## src/rtl/load_store_unit.sv

```systemverilog
// Load/store unit: maps byte/half/word accesses onto a word-wide synchronous memory,
// with read-modify-write for sub-word stores and sign/zero extension for loads.
module load_store_unit #(
  parameter int unsigned MEM_WORDS = 4096
) (
  input  logic        i_clk,
  input  logic        i_rst,
  input  logic        i_req,
  input  logic        i_we,
  input  logic [1:0]  i_size,
  input  logic        i_unsigned_ld,
  input  logic [31:0] i_addr,
  input  logic [31:0] i_wdata,
  output logic [31:0] o_rdata,
  output logic        o_done,
  output logic        o_err,
  output logic        o_busy,
  output logic [31:0] o_mem_addr,
  output logic [31:0] o_mem_wdata,
  output logic        o_mem_we,
  input  logic [31:0] i_mem_rdata
);

  localparam logic [2:0] S_IDLE   = 3'd0;
  localparam logic [2:0] S_WR     = 3'd1;
  localparam logic [2:0] S_RD     = 3'd2;
  localparam logic [2:0] S_RD_CAP = 3'd3;
  localparam logic [2:0] S_RMW_RD = 3'd4;
  localparam logic [2:0] S_RMW_WR = 3'd5;

  localparam logic [1:0] SZ_BYTE = 2'b00;
  localparam logic [1:0] SZ_HALF = 2'b01;
  localparam logic [1:0] SZ_WORD = 2'b10;

  logic [2:0]  r_state;
  logic [2:0]  w_state_nxt;
  logic [31:0] r_addr;
  logic [31:0] r_wdata;
  logic [1:0]  r_size;
  logic        r_unsigned;
  logic [31:0] r_rdata;
  logic        r_done;
  logic        r_err;

  logic        w_accept;
  logic        w_fault;
  logic [7:0]  w_byte;
  logic [15:0] w_half;
  logic [31:0] w_load_val;
  logic [31:0] w_merge;

  assign w_accept = i_req && (r_state == S_IDLE);
  assign w_fault  = (i_size == 2'b11)
                 || ((i_size == SZ_HALF) && i_addr[0])
                 || ((i_size == SZ_WORD) && (i_addr[1:0] != 2'b00))
                 || ({2'b00, i_addr[31:2]} >= 32'(MEM_WORDS));

  // State register
  always_ff @(posedge i_clk or posedge i_rst) begin
    if (i_rst) r_state <= S_IDLE;
    else       r_state <= w_state_nxt;
  end

  always_comb begin
    w_state_nxt = r_state;
    case (r_state)
      S_IDLE: begin
        if (w_accept && !w_fault) begin
          if (!i_we)                 w_state_nxt = S_RD;
          else if (i_size == SZ_WORD) w_state_nxt = S_WR;
          else                       w_state_nxt = S_RMW_RD;
        end
      end
      S_WR:     w_state_nxt = S_IDLE;
      S_RD:     w_state_nxt = S_RD_CAP;
      S_RD_CAP: w_state_nxt = S_IDLE;
      S_RMW_RD: w_state_nxt = S_RMW_WR;
      S_RMW_WR: w_state_nxt = S_IDLE;
      default:  w_state_nxt = S_IDLE;
    endcase
  end

  // Little-endian lane selection and extension of the returned word
  always_comb begin
    w_byte = i_mem_rdata[7:0];
    case (r_addr[1:0])
      2'd0: w_byte = i_mem_rdata[7:0];
      2'd1: w_byte = i_mem_rdata[15:8];
      2'd2: w_byte = i_mem_rdata[23:16];
      2'd3: w_byte = i_mem_rdata[31:24];
      default: w_byte = i_mem_rdata[7:0];
    endcase
    w_half = r_addr[1] ? i_mem_rdata[31:16] : i_mem_rdata[15:0];
    case (r_size)
      SZ_BYTE: w_load_val = r_unsigned ? {24'd0, w_byte} : {{24{w_byte[7]}}, w_byte};
      SZ_HALF: w_load_val = r_unsigned ? {16'd0, w_half} : {{16{w_half[15]}}, w_half};
      default: w_load_val = i_mem_rdata;
    endcase
  end

  // Replace the addressed lane(s) of the old word for sub-word stores
  always_comb begin
    w_merge = i_mem_rdata;
    if (r_size == SZ_BYTE) begin
      case (r_addr[1:0])
        2'd0: w_merge[7:0]   = r_wdata[7:0];
        2'd1: w_merge[15:8]  = r_wdata[7:0];
        2'd2: w_merge[23:16] = r_wdata[7:0];
        2'd3: w_merge[31:24] = r_wdata[7:0];
        default: w_merge = i_mem_rdata;
      endcase
    end else if (r_addr[1]) begin
      w_merge[31:16] = r_wdata[15:0];
    end else begin
      w_merge[15:0] = r_wdata[15:0];
    end
  end

  always_comb begin
    o_mem_we    = 1'b0;
    o_mem_addr  = 32'd0;
    o_mem_wdata = 32'd0;
    if (r_state != S_IDLE) o_mem_addr = {2'b00, r_addr[31:2]};
    if (r_state == S_WR) begin
      o_mem_we    = 1'b1;
      o_mem_wdata = r_wdata;
    end else if (r_state == S_RMW_WR) begin
      o_mem_we    = 1'b1;
      o_mem_wdata = w_merge;
    end
  end

  // Request latch, completion pulse, fault flag and load result
  always_ff @(posedge i_clk or posedge i_rst) begin
    if (i_rst) begin
      r_addr     <= 32'd0;
      r_wdata    <= 32'd0;
      r_size     <= 2'd0;
      r_unsigned <= 1'b0;
      r_rdata    <= 32'd0;
      r_done     <= 1'b0;
      r_err      <= 1'b0;
    end else begin
      r_done <= 1'b0;
      if (w_accept) begin
        r_addr     <= i_addr;
        r_wdata    <= i_wdata;
        r_size     <= i_size;
        r_unsigned <= i_unsigned_ld;
        r_err      <= w_fault;
        r_done     <= w_fault;
      end
      if ((r_state == S_WR) || (r_state == S_RMW_WR)) r_done <= 1'b1;
      if (r_state == S_RD_CAP) begin
        r_done  <= 1'b1;
        r_rdata <= w_load_val;
      end
    end
  end

  assign o_rdata = r_rdata;
  assign o_done  = r_done;
  assign o_err   = r_err;
  assign o_busy  = (r_state != S_IDLE);

endmodule

```

## config.mk

```make
export PLATFORM = sky130hd
export DESIGN_NAME = load_store_unit
export DESIGN_NICKNAME = d
export VERILOG_FILES = /design/src/rtl/load_store_unit.sv
export SDC_FILE = /design/constraint.sdc
export NUM_CORES = 1
export LEC_CHECK = 0
export ABC_AREA = 1
export CAP_MARGIN = 0
export CORE_MARGIN = 2
export CORE_UTILIZATION = 47
export DETAILED_ROUTE_END_ITERATION = 7
export GPL_ROUTABILITY_DRIVEN = 0
export PLACE_DENSITY_LB_ADDON = 0.08
export SYNTH_ARGS = -nofsm -noshare
export SYNTH_HDL_FRONTEND = slang
export SYNTH_SLANG_ARGS = --single-unit
```

## constraint.sdc

```tcl
create_clock -name i_clk -period 4.1 [get_ports i_clk]
set_input_delay 0.41 -clock i_clk [delete_from_list [all_inputs] [get_ports i_clk]]
set_output_delay 0.41 -clock i_clk [all_outputs]
set_load 0.03 [all_outputs]
```

# Yosys cells after proc, flatten, opt, wreduce, memory -nomap -nowiden
# Index checks and enable logic that the tools add are counted.
# Widths: inputs -> output; s select.
# totals
regBits	104
output_inout_bits	100
elab_cells	60
# op_classes
n_lt_le_gt_ge	1
n_eq_ne	13
mux	24
reduce_logical	14
# op_table
op	count
$mux 32	5
$pmux 32 s2	1
$mux 16	3
$mux 8	4
$pmux 8 s4	1
$ge 30x13->1 const B	1
$mux 30	1
$mux 3	3
$pmux 3 s3	1
$eq 2x2->1 const B	4
$eq 2x1->1 const B	3
$eq 3x2->1 const B	2
$eq 3x3->1 const B	2
$mux 1	5
$logic_and 1x1->1	4
$logic_not 2->1	2
$logic_or 1x1->1	4
$eq 3x1->1 const B	1
$logic_not 3->1	1
$reduce_bool 3->1	1
$ne 2x1->1 const B	1
$reduce_bool 2->1	1
$logic_not 1->1	1

# Depth between registers and ports, before layout
# depth
word_depth	9
mapped_depth	9
depth_no_buf	8

# Worst setup path before layout
# OpenSTA, ideal clock, no wires.
# synth_path
kind	reg-to-output
startpoint	register r_size[1]
endpoint	output o_mem_wdata[31]
arrival_ps	1652
required_ps	3690
slack_ps	2038
stages_incl_launch_ff	9
path_buffers	2
cell_sequence	dfrtp_1 -> buf_2 -> inv_2 -> nand2_4 -> inv_2 -> buf_2 -> o211ai_1 -> nand2_1 -> o21ai_0
# synth_between
elab_chain_cells	4
# synth_lines
item	line	rtl
start: declaration	39	logic [1:0] r_size;
start signal: assignment	148	r_size <= i_size;
$logic_not 2->1	104	if (r_size == SZ_BYTE) begin
$mux 32	104	
$mux 32	127	end else if (r_state == S_RMW_WR) begin
$mux 32	124	if (r_state == S_WR) begin
end: declaration	19	output logic [31:0] o_mem_wdata,
# Every way passes these cells.

# Worst setup path after layout
# layout_path
startpoint	register r_addr[1]
endpoint	output o_mem_wdata[14]
# layout_between
elab_chain_cells	5
elab_cells_between_ends	6
classes_between	eq/ne: 1; mux: 5
# layout_lines
item	line	rtl
start: declaration	37	logic [31:0] r_addr;
start signal: assignment	146	r_addr <= i_addr;
$eq 2x1->1	105	case (r_addr[1:0])
$mux 8	105	
$mux 32 *	104	
$mux 32 *	127	
$mux 32 *	124	
# Mark *: on every way between the ends. The rest lies on a longest branch, timed or not.

==> results.cfg <==
[logic_synthesis]
synth_area_sq_um = 6140
synth-compound-area-share_pct = 22.1
postSynthAreaPerCell_sq_um = 7.07
yosysWarnings = 0
synthAdderAreaFrac_pct = 0
yosysUniqueCellTypes = 33
ys_top_cells_by_count = nand2_1, dfrtp_1, inv_1
synth_edf_count = 0
synth_top_area_cell = dfrtp_1
synth_top_family_by_area = simple AND/OR/NAND/NOR gates
synth_cells = 868
synth_top_area_share_pct = 42.4
async_reset_ff_share_pct = 100
ys_top_cells_by_area = dfrtp_1, nand2_1, o21ai_0
yosys_most_used_dff = dfrtp_1
muxShareOfSynthArea_pct = 0
synth-seq-area-share_pct = 42.4
synthSimpleGateAreaFrac_pct = 23.2
ys_ff_latch = 104
synth_xor_area_share_pct = 0
synth_most_common_cell = nand2_1

[clock_tree]
cts_sinks = 104
postCtsResizedCells = 0
htreeDepth = 3
holdBufCountCts = 0
clk_pin_slew_ps = 70
root_buffer = clkbuf_16
cts_made_buffers = 9
clock_latency_ps = 350
ctsLongestPathBuffers = 2
cts_tree = built
post_cts_buffers = 0

[global_routing]
grt_max_degree = 84
overflow = 0
grt_usage_pct = 26.8
grt_pass1_vias = 5978
antenna_found_initial = 0
grt_pass1_wl_mm = 30.1

[critical_path]
cp_slowest_cell = clkdlybuf4s50_1
crit_path_frequent_cell = nand2_1
path_cells = buf_4 > inv_2 > nand2_1 > a21oi_1 > o21ai_0 > nand2_1 > nand2_1 > o21ai_0 > clkdlybuf4s50_1
r2r.worst_path.cells = 8
critical_path_class = reg2out
startpoint_type = flip-flop
max_stage_delay_ps = 730
cp.required_ps = 3690
endpoint_kind = output pin
crit_path_max_fanout = 34
worstPathArrival_ps = 3010

[sta]
finalSetupViolations = 0
finClkSkew_ps = 5.08
tightest_slew_ps = 907
fin_crit_sh_pct = 83.5
fin_crit_ps = 3420
max_freq_mhz = 292
final_max_slew_viol_count = 0
slew_headroom_pct = 39.5
final.setup.tns_ps = 0
hold_viol = 0
rsz0062_at_grt = no
holdWs_ps = 482

[route]
wl_per_cell_um = 15.5
drt_first_pass_iters = 5
viasPerCell = 5.20
remaining_drc_errors = 0
drt_iter0_markers = 470
ant_nets = 0
vias = 6286
drt_wl_total_mm = 18.8

[placed_design]
dp_hpwl_mm = 13.4
io_buffers = 200

[finish]
antenna_cells = 0
drive_above_1_share_pct = 5.02
areaGrowthSynthToFinish_pct = 36.8
layout.nets = 1135

[floorplanning]
row_count = 41
start_util_pct = 48.4
dieHeight_um = 118
die_area_sq_um = 14000
coreArea_sq_um = 12700
ios = 203
die_x_um = 118

[job]
maxCapViolations = 0

[outcome]
status = completed

[worst_hold_path]
hp-class = reg2reg
whs_path_depth = 2

[power_and_ir_drop]
p_leak_nw = 3.90
ir_drop_uv = 261
p_per_area_nw_per_um2 = 294
==> worst max-delay path: cells and delay by family, from the launching register on <==
kind            cells  cell delay [ps]
flops               1              380
simple gates        3              530
buf+inv             3             1300
compound gates      3              420
==> final timing paths <==
path	slack (ps)	endpoint	start
max in group asynchronous	2520	o_rdata[2]$_DFFE_PP0P_	i_rst
max	680	o_mem_wdata[14]	r_addr[1]$_DFFE_PP0P_
min reg2reg	480	o_rdata[12]$_DFFE_PP0P_	o_rdata[12]$_DFFE_PP0P_
min in group asynchronous	590	r_addr[13]$_DFFE_PP0P_	i_rst
max reg2reg	1320	r_wdata[5]$_DFFE_PP0P_	r_state[0]$_DFFE_PP0P_
min	480	o_rdata[12]$_DFFE_PP0P_	o_rdata[12]$_DFFE_PP0P_
==> stage by stage <==
stage	utilization, %	power [mW]	worst slack (ps)	cell area [sq um]	instances
finish	66.3	2.47	676	8400	1208
global route	66.3	2.59	532	8400	1208
CTS	66.3	2.48	731	8400	1208
detailed placement	63.9	1.60	1120	8100	1193
global placement	63.9	1.59	1200	8100	1193
floorplan	-	1.42	958	6140	869
==> kinds of logic (layout without fill, tap and decap cells) <==
| group | after synthesis | count (layout) |
|---|---|---|
| other | 1 | 2 |
| buffers and inverters | 169 | 336 |
| DFF | 104 | 104 |
| AOI/OAI and AO/OA | 254 | 254 |
| and+or+nand+nor | 340 | 340 |
==> cell type report <==
class | count | area, sq um
multi-input cells | 596 | 2790
clock inverters | 2 | 38.8
clock buffers | 13 | 260
inverters | 113 | 428
repair buffers | 208 | 2060
well taps | 172 | 215
fillers | 1163 | 4280
flip-flops and latches | 104 | 2600
==> sequential cells by signal, indices dropped and copies added (netlist names) <==
| name | flops |
|---|---|
| o_err | 1 |
| r_size | 2 |
| o_done | 1 |
| r_wdata | 32 |
| r_unsigned | 1 |
| o_rdata | 32 |
| r_addr | 32 |
| r_state | 3 |
==> placed cells by master, fill, tap and decap left out, types with 2 or more instances in the layout <==
| master | Yosys | layout |
|---|---|---|
| or2_1 | 9 | 9 |
| nand2_1 | 212 | 212 |
| a21oi_1 | 70 | 70 |
| nand3_1 | 34 | 34 |
| clkbuf_8 | 0 | 2 |
| clkdlybuf4s50_1 | 0 | 200 |
| inv_1 | 103 | 102 |
| or2_2 | 6 | 6 |
| clkbuf_1 | 16 | 2 |
| o211ai_1 | 15 | 15 |
| dfrtp_1 | 104 | 104 |
| o21ai_0 | 92 | 92 |
| nor2_1 | 66 | 65 |
| nand3_2 | 2 | 2 |
| a31oi_1 | 8 | 8 |
| buf_4 | 5 | 8 |
| o21ai_1 | 52 | 52 |
| inv_2 | 9 | 8 |
| conb_1 | 1 | 2 |
| o22ai_1 | 13 | 13 |
| clkbuf_16 | 0 | 9 |
| nor2_4 | 2 | 2 |
| nand2_2 | 3 | 3 |
| nor2_2 | 3 | 4 |
==> where the power goes <==
| part | internal (mW) | switching [mW] |
|---|---|---|
| sequential | 1.09 | 0.0281 |
| clock | 0.506 | 0.378 |
| combinational | 0.183 | 0.288 |
==> routing by layer <==
layer / wire [um] / track usage [%] / up-vias
li1: - / - / 3119
met1: 7920 / 33.9 / 2899
met2: 8950 / 44.8 / 235
met3: 1430 / 5.94 / 33
met4: 469 / 10.4 / 0
met5: 0 / 0 / -
(Power assumes the default switching activity.)
